File: src/rtl/note_event_scheduler_pkg.sv
// Shared types and helpers for note_event_scheduler (see SCHED_BARLINE_EN in the top).
package note_event_scheduler_pkg;

   typedef enum logic [1:0] {DurEighth, DurQuarter, DurHalf, DurWhole} dur_e;

   typedef struct packed {
      logic       rest;
      dur_e       dur;
      logic [5:0] tone;
   } event_t;

   typedef struct packed {
      logic       bar;
      logic       tie;
      logic       rest;
      dur_e       dur;
      logic [5:0] tone;
   } score_rec_t;

   typedef enum logic [2:0] {StIdle, StLoad, StEmit, StBar, StHalt} state_e;

   // Largest power of two that fits both the remaining note and the rest of the measure.
   function automatic logic [3:0] frag_len(input logic [3:0] left, input logic [3:0] pos,
                                           input logic [3:0] meas);
      logic [3:0] room;
      logic [3:0] lim;
      room = meas - pos;
      lim  = (left < room) ? left : room;
      if (lim[3])      return 4'd8;
      else if (lim[2]) return 4'd4;
      else if (lim[1]) return 4'd2;
      else             return 4'd1;
   endfunction

   function automatic score_rec_t make_rec(input event_t ev, input logic [3:0] left,
                                           input logic [3:0] pos, input logic [3:0] meas);
      score_rec_t r;
      logic [3:0] frag;
      frag   = frag_len(left, pos, meas);
      r.bar  = 1'b0;
      r.rest = ev.rest;
      r.tie  = !ev.rest && (left != frag);
      r.dur  = frag[3] ? DurWhole : frag[2] ? DurHalf : frag[1] ? DurQuarter : DurEighth;
      r.tone = ev.rest ? 6'd0 : ev.tone;
      return r;
   endfunction

endpackage

File: src/rtl/note_event_scheduler_fifo.sv
// event_fifo: power-of-two depth event queue with full/empty flags; push+pop when full is legal.
module event_fifo #(
   parameter int unsigned DEPTH = 8,
   parameter int unsigned WIDTH = 9
) (
   input  logic             clk_in,
   input  logic             rst_n_in,
   input  logic             push,
   input  logic [WIDTH-1:0] din,
   input  logic             pop,
   output logic [WIDTH-1:0] dout,
   output logic             full,
   output logic             empty
);
   localparam int unsigned AW = $clog2(DEPTH);

   logic [WIDTH-1:0] mem [DEPTH];
   logic [AW:0]      wr_ptr;
   logic [AW:0]      rd_ptr;
   logic             do_push;
   logic             do_pop;

   assign empty   = (wr_ptr == rd_ptr);
   assign full    = (wr_ptr[AW] != rd_ptr[AW]) && (wr_ptr[AW-1:0] == rd_ptr[AW-1:0]);
   assign do_pop  = pop && !empty;
   assign do_push = push && (!full || do_pop);
   assign dout    = mem[rd_ptr[AW-1:0]];

   always_ff @(posedge clk_in or negedge rst_n_in) begin
      if (!rst_n_in) begin
         wr_ptr <= '0;
         rd_ptr <= '0;
      end else begin
         if (do_push) wr_ptr <= wr_ptr + 1'b1;
         if (do_pop)  rd_ptr <= rd_ptr + 1'b1;
      end
   end

   always_ff @(posedge clk_in) begin
      if (do_push) mem[wr_ptr[AW-1:0]] <= din;
   end

endmodule

File: src/rtl/note_event_scheduler.sv
// Splits note events into measure-aligned score records; define SCHED_BARLINE_EN to also
// write a barline record at every measure boundary.
module note_event_scheduler
   import note_event_scheduler_pkg::*;
#(
   parameter int unsigned FIFO_DEPTH      = 8,
   parameter int unsigned MEASURE_EIGHTHS = 8,
   parameter int unsigned ADDR_W          = 9
) (
   input  logic              clk_in,
   input  logic              rst_n_in,
   input  logic              note_valid_in,
   input  logic [5:0]        note_tone_in,
   input  logic [1:0]        note_dur_in,
   input  logic              note_rest_in,
   output logic              wr_valid_out,
   input  logic              wr_ready_in,
   output logic [ADDR_W-1:0] wr_addr_out,
   output logic [10:0]       wr_data_out,
   output logic [7:0]        measure_out,
   output logic              overflow_out,
   output logic              score_full_out,
   output logic              busy_out
);
`ifdef SCHED_BARLINE_EN
   localparam bit BarlineEn = 1'b1;
`else
   localparam bit BarlineEn = 1'b0;
`endif
   localparam logic [3:0]        Meas    = 4'(MEASURE_EIGHTHS);
   localparam logic [ADDR_W-1:0] AddrMax = '1;
   localparam logic [10:0]       BarRec  = 11'h400;

   state_e     state;
   event_t     cur;
   event_t     fifo_dout;
   event_t     fifo_din;
   logic       fifo_full;
   logic       fifo_empty;
   logic       fifo_pop;
   logic [3:0] pos;
   logic [3:0] left;
   logic [3:0] frag;
   logic [3:0] pos_sum;
   logic [3:0] left_rem;
   logic [3:0] load_left;
   logic       wrap;
   logic       at_end;

   assign fifo_din  = '{rest: note_rest_in, dur: dur_e'(note_dur_in), tone: note_tone_in};
   assign fifo_pop  = (state == StLoad);
   assign frag      = frag_len(left, pos, Meas);
   assign pos_sum   = pos + frag;
   assign left_rem  = left - frag;
   assign wrap      = (pos_sum == Meas);
   assign at_end    = (wr_addr_out == AddrMax);
   assign load_left = 4'd1 << fifo_dout.dur;
   assign busy_out  = (state != StIdle) || !fifo_empty;

   event_fifo #(
      .DEPTH(FIFO_DEPTH),
      .WIDTH($bits(event_t))
   ) u_fifo (
      .clk_in  (clk_in),
      .rst_n_in(rst_n_in),
      .push    (note_valid_in),
      .din     (fifo_din),
      .pop     (fifo_pop),
      .dout    (fifo_dout),
      .full    (fifo_full),
      .empty   (fifo_empty)
   );

   always_ff @(posedge clk_in or negedge rst_n_in) begin
      if (!rst_n_in) begin
         state          <= StIdle;
         cur            <= '0;
         pos            <= '0;
         left           <= '0;
         wr_addr_out    <= '0;
         wr_valid_out   <= 1'b0;
         wr_data_out    <= '0;
         measure_out    <= '0;
         overflow_out   <= 1'b0;
         score_full_out <= 1'b0;
      end else begin
         if (note_valid_in && fifo_full && !fifo_pop) overflow_out <= 1'b1;
         unique case (state)
            StIdle: if (!fifo_empty) state <= StLoad;
            StLoad: begin
               cur          <= fifo_dout;
               left         <= load_left;
               wr_data_out  <= make_rec(fifo_dout, load_left, pos, Meas);
               wr_valid_out <= 1'b1;
               state        <= StEmit;
            end
            StEmit: if (wr_ready_in) begin
               left <= left_rem;
               pos  <= wrap ? 4'd0 : pos_sum;
               if (wrap && measure_out != 8'hFF) measure_out <= measure_out + 8'd1;
               if (at_end) begin
                  wr_valid_out   <= 1'b0;
                  wr_data_out    <= '0;
                  score_full_out <= 1'b1;
                  state          <= StHalt;
               end else begin
                  wr_addr_out <= wr_addr_out + ADDR_W'(1);
                  if (wrap && BarlineEn) begin
                     wr_data_out <= BarRec;
                     state       <= StBar;
                  end else if (left_rem != 4'd0) begin
                     wr_data_out <= make_rec(cur, left_rem, wrap ? 4'd0 : pos_sum, Meas);
                  end else begin
                     wr_valid_out <= 1'b0;
                     wr_data_out  <= '0;
                     state        <= fifo_empty ? StIdle : StLoad;
                  end
               end
            end
            StBar: if (wr_ready_in) begin
               if (at_end) begin
                  wr_valid_out   <= 1'b0;
                  wr_data_out    <= '0;
                  score_full_out <= 1'b1;
                  state          <= StHalt;
               end else begin
                  wr_addr_out <= wr_addr_out + ADDR_W'(1);
                  if (left != 4'd0) begin
                     wr_data_out <= make_rec(cur, left, pos, Meas);
                     state       <= StEmit;
                  end else begin
                     wr_valid_out <= 1'b0;
                     wr_data_out  <= '0;
                     state        <= fifo_empty ? StIdle : StLoad;
                  end
               end
            end
            StHalt: ;
            default: state <= StIdle;
         endcase
      end
   end

endmodule

File: config.mk
export PLATFORM = sky130hd
export DESIGN_NAME = note_event_scheduler
export DESIGN_NICKNAME = d
export VERILOG_FILES = /design/src/rtl/note_event_scheduler_pkg.sv /design/src/rtl/note_event_scheduler_fifo.sv /design/src/rtl/note_event_scheduler.sv
export SDC_FILE = /design/constraint.sdc
export NUM_CORES = 1
export LEC_CHECK = 0
export CAP_MARGIN = 20
export CORE_ASPECT_RATIO = 1.5
export CORE_MARGIN = 4
export CORE_UTILIZATION = 50
export CTS_BUF_LIST = sky130_fd_sc_hd__clkbuf_4 sky130_fd_sc_hd__clkbuf_8
export CTS_CLUSTER_DIAMETER = 30
export CTS_CLUSTER_SIZE = 24
export DETAILED_ROUTE_END_ITERATION = 16
export GPL_TIMING_DRIVEN = 1
export PLACE_DENSITY = 0.77
export SYNTH_ARGS = -nofsm -noshare
export SYNTH_HDL_FRONTEND = slang
export SYNTH_SLANG_ARGS = --single-unit
File: constraint.sdc
create_clock -name clk_in -period 5.93 [get_ports clk_in]
set_clock_uncertainty 0.2 [all_clocks]
set_input_delay 0.8895 -clock clk_in [delete_from_list [all_inputs] [get_ports clk_in]]
set_output_delay 0.8895 -clock clk_in [all_outputs]
set_load 0.01 [all_outputs]
==> reports/results.ini, run 1 <==
[synth]
syn_avg_cell_area_um2=12.8
synth_edf_count=72
synth.area.top_cells=edfxtp_1 34%, dfrtp_1 22%, mux4_2 6.3%, ha_1 4.9%, nand2_1 2.4%
ys_seq_elements=128
synthAdderAreaFrac=0.0552
synth_top_area_cell=edfxtp_1
ys_seq_area_frac=0.558
synth_top_area_share=0.338
synth_warnings=0
async_flop_share=0.438
ys_types=67
synth_top_family_by_area=simple AND/OR/NAND/NOR gates
postSynthCellCount=498
synth-compound-area-share=0.0958
ys.flop_type=edfxtp_1
netlist_area_um2=6390
synth_nets=538
synth_xor_area_frac=0.0482
synth.area.mux_share=0.102
synth-simple-area-share=0.114

[cells_and_area]
final_cell_mix=72 x edfxtp_1, 56 x dfrtp_1, 42 x clkdlybuf4s50_1, 40 x nand2_1, 36 x nor2_1
layout_commonest_cell=edfxtp_1
multi_input_area_um2=2700
seqCellArea_um2=3560
nets=588
diodes=0
drive_gt1_frac=0.152
fillerInstances=979
area_growth_pct=16.0
final_cells=716

[die]
ios=45
start_util=0.511
fp.coreArea_um2=12500
dieHeight_um=146
dieWidth_um=100
num_rows=50
dieArea_um2=14700

[detailed_routing]
detail_route.wl_per_cell_um=18.9
first_iter_violations=221
ant_nets=0
routed-via-count=4168
drcViolationCount=0
drt-vias-per-instance=5.82
drtPass1Iterations=4
wirelength_mm=13.5

[critical_path]
worst-path-buf-inv=4
critPathMaxFanout=7
cp_slowest_cell=dfrtp_1
worstPathRequired_ns=6.09
crit_family=compound AO/OA/AOI/OAI gates
end_kind=flop
r2r_slack_ns=0.24
crit-reg2reg-launch=pos[0]$_DFFE_PN0P_
critPathArrivalTime_ns=5.85
setup.worst_path.end=wr_data_out[9]$_DFFE_PN0P_
cp_num_cells=23
cp-start-kind=flop
path_class=flop to flop
rr_worst_depth=23
critPathMaxStageDelay_ns=0.50
worstReg2RegEnd=wr_data_out[9]$_DFFE_PN0P_
path_cells=inv_1, ha_1, xnor2_1, inv_1, ha_1, a2111o_1, a21bo_2, and2_0, or2_2, inv_1, ha_1, a21oi_1, xnor3_1, nand2_1, inv_1, ha_1, nor3_2, a211oi_2, a211o_1, a32o_1, a211oi_2, nor4_2, a21oi_1
timing.critical_path.from=pos[0]$_DFFE_PN0P_

[global_routing]
grt_max_degree=57
gr-usage-met2=0.333
met3_usage=0.0435
use_met1=0.213
grt-ovfl-total=0
track_usage=0.189
grt.busiest_layer=met2
grt_pass1_wl_mm=21.3
antenna_found_initial=0
grt_pass1_vias=4261

[clock_tree]
h-tree-depth=4
post-cts-setup-buffers=0
clk_latency_ns=0.44
cts.clk_slew.worst_paths_ns=0.08
max-clock-path-buffers=2
cts_tree=yes
cts-root-buf=clkbuf_8
clkSinkCount=128
cts_made_buffers=17

[hold_path]
min_from=score_full_out$_DFFE_PN0P_
hold_path.class=flop to flop

[placed_design]
gp_congestion=0.919
portBuffers=43
dp_cells=685
dp_slack_ns=0.0954
dp.final_hpwl_mm=9.72

[timing]
fin_ws_ns=0.241
min_period_over_period=0.959
setup_viol=0
period_needed_ns=5.69
slew_headroom=0.302
holdWs_ns=0.277
finalMaxSlewViolations=0
worst_pin_slew_ns=1.04
tns_ns=0
clock.fmax_ghz=0.176
final_hold_viol_count=0

[run_status]
outcome=completed

[job]
drv_cap=0

==> what timing repair did <==
| item | 4_1_cts | 5_1_grt |
|---|---|---|
| hold buffers | 0 | 0 |
| gates resized for setup | 0 | 9 |
| setup endpoints to repair | 0 | 3 |
==> worst min path at each step <==
stage	end	slack, ns	cells after the start
after floorplan	cur[0]$_DFFE_PN0P_	0.25	2
after global placement	score_full_out$_DFFE_PN0P_	0.25	1
after detailed placement	score_full_out$_DFFE_PN0P_	0.27	1
after CTS	score_full_out$_DFFE_PN0P_	0.28	1
after global routing	score_full_out$_DFFE_PN0P_	0.30	1
final	score_full_out$_DFFE_PN0P_	0.28	1
==> cell usage after synthesis (all sizes together) (3+ instances only) <==
cell,instances
nor3,9
nand2,40
a211o,3
nor4,3
a31oi,4
clkbuf,7
xor2,16
a21o,3
mux2i,14
mux2,7
dfrtp,56
nor2b,4
edfxtp,72
and2,4
nand4,5
o21ai,26
inv,21
and3,3
nand3,13
ha,25
a21oi,24
a211oi,3
nor2,36
nand2b,9
mux4,18
or4,3
xnor2,14
buf,11
a2111oi,3
and4,3
==> flip-flops by register name, indices dropped and copies added (netlist names), 3 cells and up <==
register,count
cur,7
left,4
measure_out,8
pos,4
state,3
u_fifo.mem,72
u_fifo.rd_ptr,4
u_fifo.wr_ptr,4
wr_addr_out,9
wr_data_out,10
==> area by class of cell <==
type	instances	area share
multi-input cells	331	0.365
clock inverters	14	0.0223
well taps	156	0.0264
flip-flops and latches	128	0.481
inverters	21	0.0106
clock buffers	17	0.0316
repair buffers	49	0.0635
==> layer usage <==
layer,vias up,share of wire
met2,135,0.55
met4,0,0.032
met3,46,0.044
li1,1950,-
met5,-,0
met1,2037,0.38
==> stage by stage <==
stage,utilization,area [um^2]
detailed placement,0.557,6970
floorplan,-,6390
global route,0.592,7410
finish,0.592,7410
global placement,0.557,6970
CTS,0.589,7370
==> worst register-to-register path, stage by stage (launching register included) <==
cell	delay, ns
dfrtp_1	0.50
inv_1	0.13
ha_1	0.24
xnor2_1	0.25
inv_1	0.15
ha_1	0.23
a2111o_1	0.41
a21bo_2	0.22
and2_0	0.12
or2_2	0.30
inv_1	0.07
ha_1	0.26
a21oi_1	0.24
xnor3_1	0.33
nand2_1	0.13
inv_1	0.06
ha_1	0.23
nor3_2	0.29
a211oi_2	0.16
a211o_1	0.34
a32o_1	0.28
a211oi_2	0.23
nor4_2	0.08
a21oi_1	0.18
==> cells by family (layout without fill, tap and decap cells) <==
kind of cell	count (synthesis)	in the layout
AND/OR/NAND/NOR	143	143
XOR/XNOR	32	32
AO/OA/AOI/OAI	89	89
buffers and inverters	39	101
adder cells (fa/ha/maj)	27	27
flip-flops	128	128
other	1	1
multiplexers	39	39
Power of run 1 is not shown: default switching activity piles up to over one toggle a cycle in this logic, so the estimate is an artifact.
==> run 2: changes to the inputs <==
CORE_MARGIN = not set   (was 4)
PLACE_DENSITY = 0.79   (was 0.77)
clock period = 5.1 ns   (was 5.93 ns; I/O delays follow)
==> reports/results.ini, run 2 (same netlist as run 1, synthesis figures left out) <==
[global_routing]
grt_pass1_vias=4549  ; +6.8%
grt_pass1_wl_mm=23.2  ; +9.1%
antenna_found_initial=0  ; unchanged
track_usage=0.238  ; +0.0491
grt-ovfl-total=0  ; unchanged
grt_max_degree=57  ; unchanged

[placed_design]
dp.final_hpwl_mm=10.1  ; +3.7%
portBuffers=43  ; unchanged
dp_cells=706  ; +3.1%
post_dp_cell_area_um2=7230  ; +3.7%
gp_congestion=0.918  ; about the same
dp_slack_ns=-0.193  ; -0.288 ns

[timing]
final_hold_viol_count=0  ; unchanged
period_needed_ns=5.09  ; -0.595 ns
clock.fmax_ghz=0.196  ; +12%
rsz0062_at_grt=yes
setup_viol=0  ; unchanged
worst_pin_slew_ns=1.03  ; -0.0107 ns
fin_ws_ns=0.00595  ; -0.235 ns
tns_ns=0  ; unchanged
min_period_over_period=0.999  ; +0.0394
slew_headroom=0.309  ; +0.00717
finalMaxSlewViolations=0  ; unchanged

[detailed_routing]
routed-via-count=4464  ; +7.1%
drcViolationCount=0  ; unchanged
wirelength_mm=14.8  ; +9.7%
detail_route.wl_per_cell_um=19.6  ; +3.8%
drtPass1Iterations=4  ; unchanged
ant_nets=0  ; unchanged
drt-vias-per-instance=5.90  ; +1.3%
first_iter_violations=306  ; +38%

[critical_path]
crit_family=compound AO/OA/AOI/OAI gates
cp-start-kind=flop
crit_path_frequent_cell=ha_4
path_class=flop to flop
worst-path-buf-inv=3  ; -1
critPathMaxFanout=5  ; -2
worstPathRequired_ns=5.22  ; -0.87 ns
critPathArrivalTime_ns=5.22  ; -0.63 ns
path_cells=or4_4, and2_4, ha_4, a2111o_1, nand2_2, nor3_2, a21oi_2, nor2_2, ha_2, inv_2, fa_2, ha_4, inv_1, ha_1, a21bo_4, a211oi_4, o211ai_1, buf_4, a41oi_1, mux2i_1, mux2_2
critPathMaxStageDelay_ns=0.54  ; +0.04 ns
cp_slowest_cell=or4_4
end_kind=flop

[cells_and_area]
final_cell_mix=72 x edfxtp_1, 55 x dfrtp_1, 43 x buf_4, 42 x clkdlybuf4s50_1, 37 x nand2_1
diodes=0  ; unchanged
fillerInstances=879  ; -10%
final_area_um2=8020  ; +8.3%
largest_reg_flops=72  ; unchanged
drive_gt1_frac=0.266  ; +0.114
seqCellArea_um2=3560  ; about the same
final_cells=757  ; +5.7%
nets=628  ; +6.8%
area_growth_pct=25.6
multi_input_area_um2=2940  ; +9.0%
layout_commonest_cell=edfxtp_1

[job]
drv_cap=0  ; unchanged

[die]
fp.coreArea_um2=12400  ; -0.50%
ios=45  ; unchanged
dieWidth_um=94.3  ; -6.0%
start_util=0.513  ; +0.00257
dieHeight_um=140  ; -4.1%
num_rows=50  ; unchanged
dieArea_um2=13200  ; -9.8%

[clock_tree]
cts_made_buffers=17  ; unchanged
clkSinkCount=128  ; unchanged
clk_latency_ns=0.44  ; about the same
cts.clk_slew.worst_paths_ns=0.08  ; about the same
max-clock-path-buffers=2  ; unchanged
cts-root-buf=clkbuf_8
cts_tree=yes
h-tree-depth=4  ; unchanged

[run_status]
outcome=completed

[hold_path]
hold_path.class=input pin to async pin

## run 2: stage by stage
step / hold slack (ns) / utilization
2_1_floorplan: 0.250 / -
3_3_place_gp: 0.255 / 0.581
3_5_place_dp: 0.256 / 0.581
4_1_cts: 0.270 / 0.630
5_1_grt: 0.307 / 0.644
6_report: 0.267 / 0.644
## run 2: area by class of cell
type | count | share of cell area
clock buffer | 18 | 0.0301
clock inverter | 14 | 0.0257
inverter | 21 | 0.0101
multi-input combinational | 331 | 0.367
sequential | 128 | 0.444
tap | 156 | 0.0243
timing repair buffer | 89 | 0.0986
## run 2: worst paths after layout
kind	start	endpoint	slack, ns	cells after the start
setup / recovery	pos[1]$_DFFE_PN0P_	wr_data_out[7]$_DFFE_PN0P_	0.006	21
hold / removal	rst_n_in	measure_out[7]$_DFFE_PN0P_	0.27	2
setup reg to reg	pos[1]$_DFFE_PN0P_	wr_data_out[7]$_DFFE_PN0P_	0.006	21
hold reg to reg	score_full_out$_DFFE_PN0P_	score_full_out$_DFFE_PN0P_	0.27	1
max in group asynchronous	rst_n_in	pos[0]$_DFFE_PN0P_	3.93	2
min in group clk_in	score_full_out$_DFFE_PN0P_	score_full_out$_DFFE_PN0P_	0.27	1
## run 2: layer usage
metal  wire length [um]  GRT usage  vias up
met1               5440      0.259     2196
met2               8090      0.421      186
met4                593      0.124        0
met3                706     0.0532       50
li1                   -          -     2032
met5                  0          0        -
## run 2: what timing repair did
item / CTS / global route
gates resized for setup: 20 / 17
setup endpoints to repair: 3 / 4
pin swaps: 21 / 23
setup buffers: 8 / 9
hold buffers: 0 / 0
Power of run 2 is left out for the same reason.
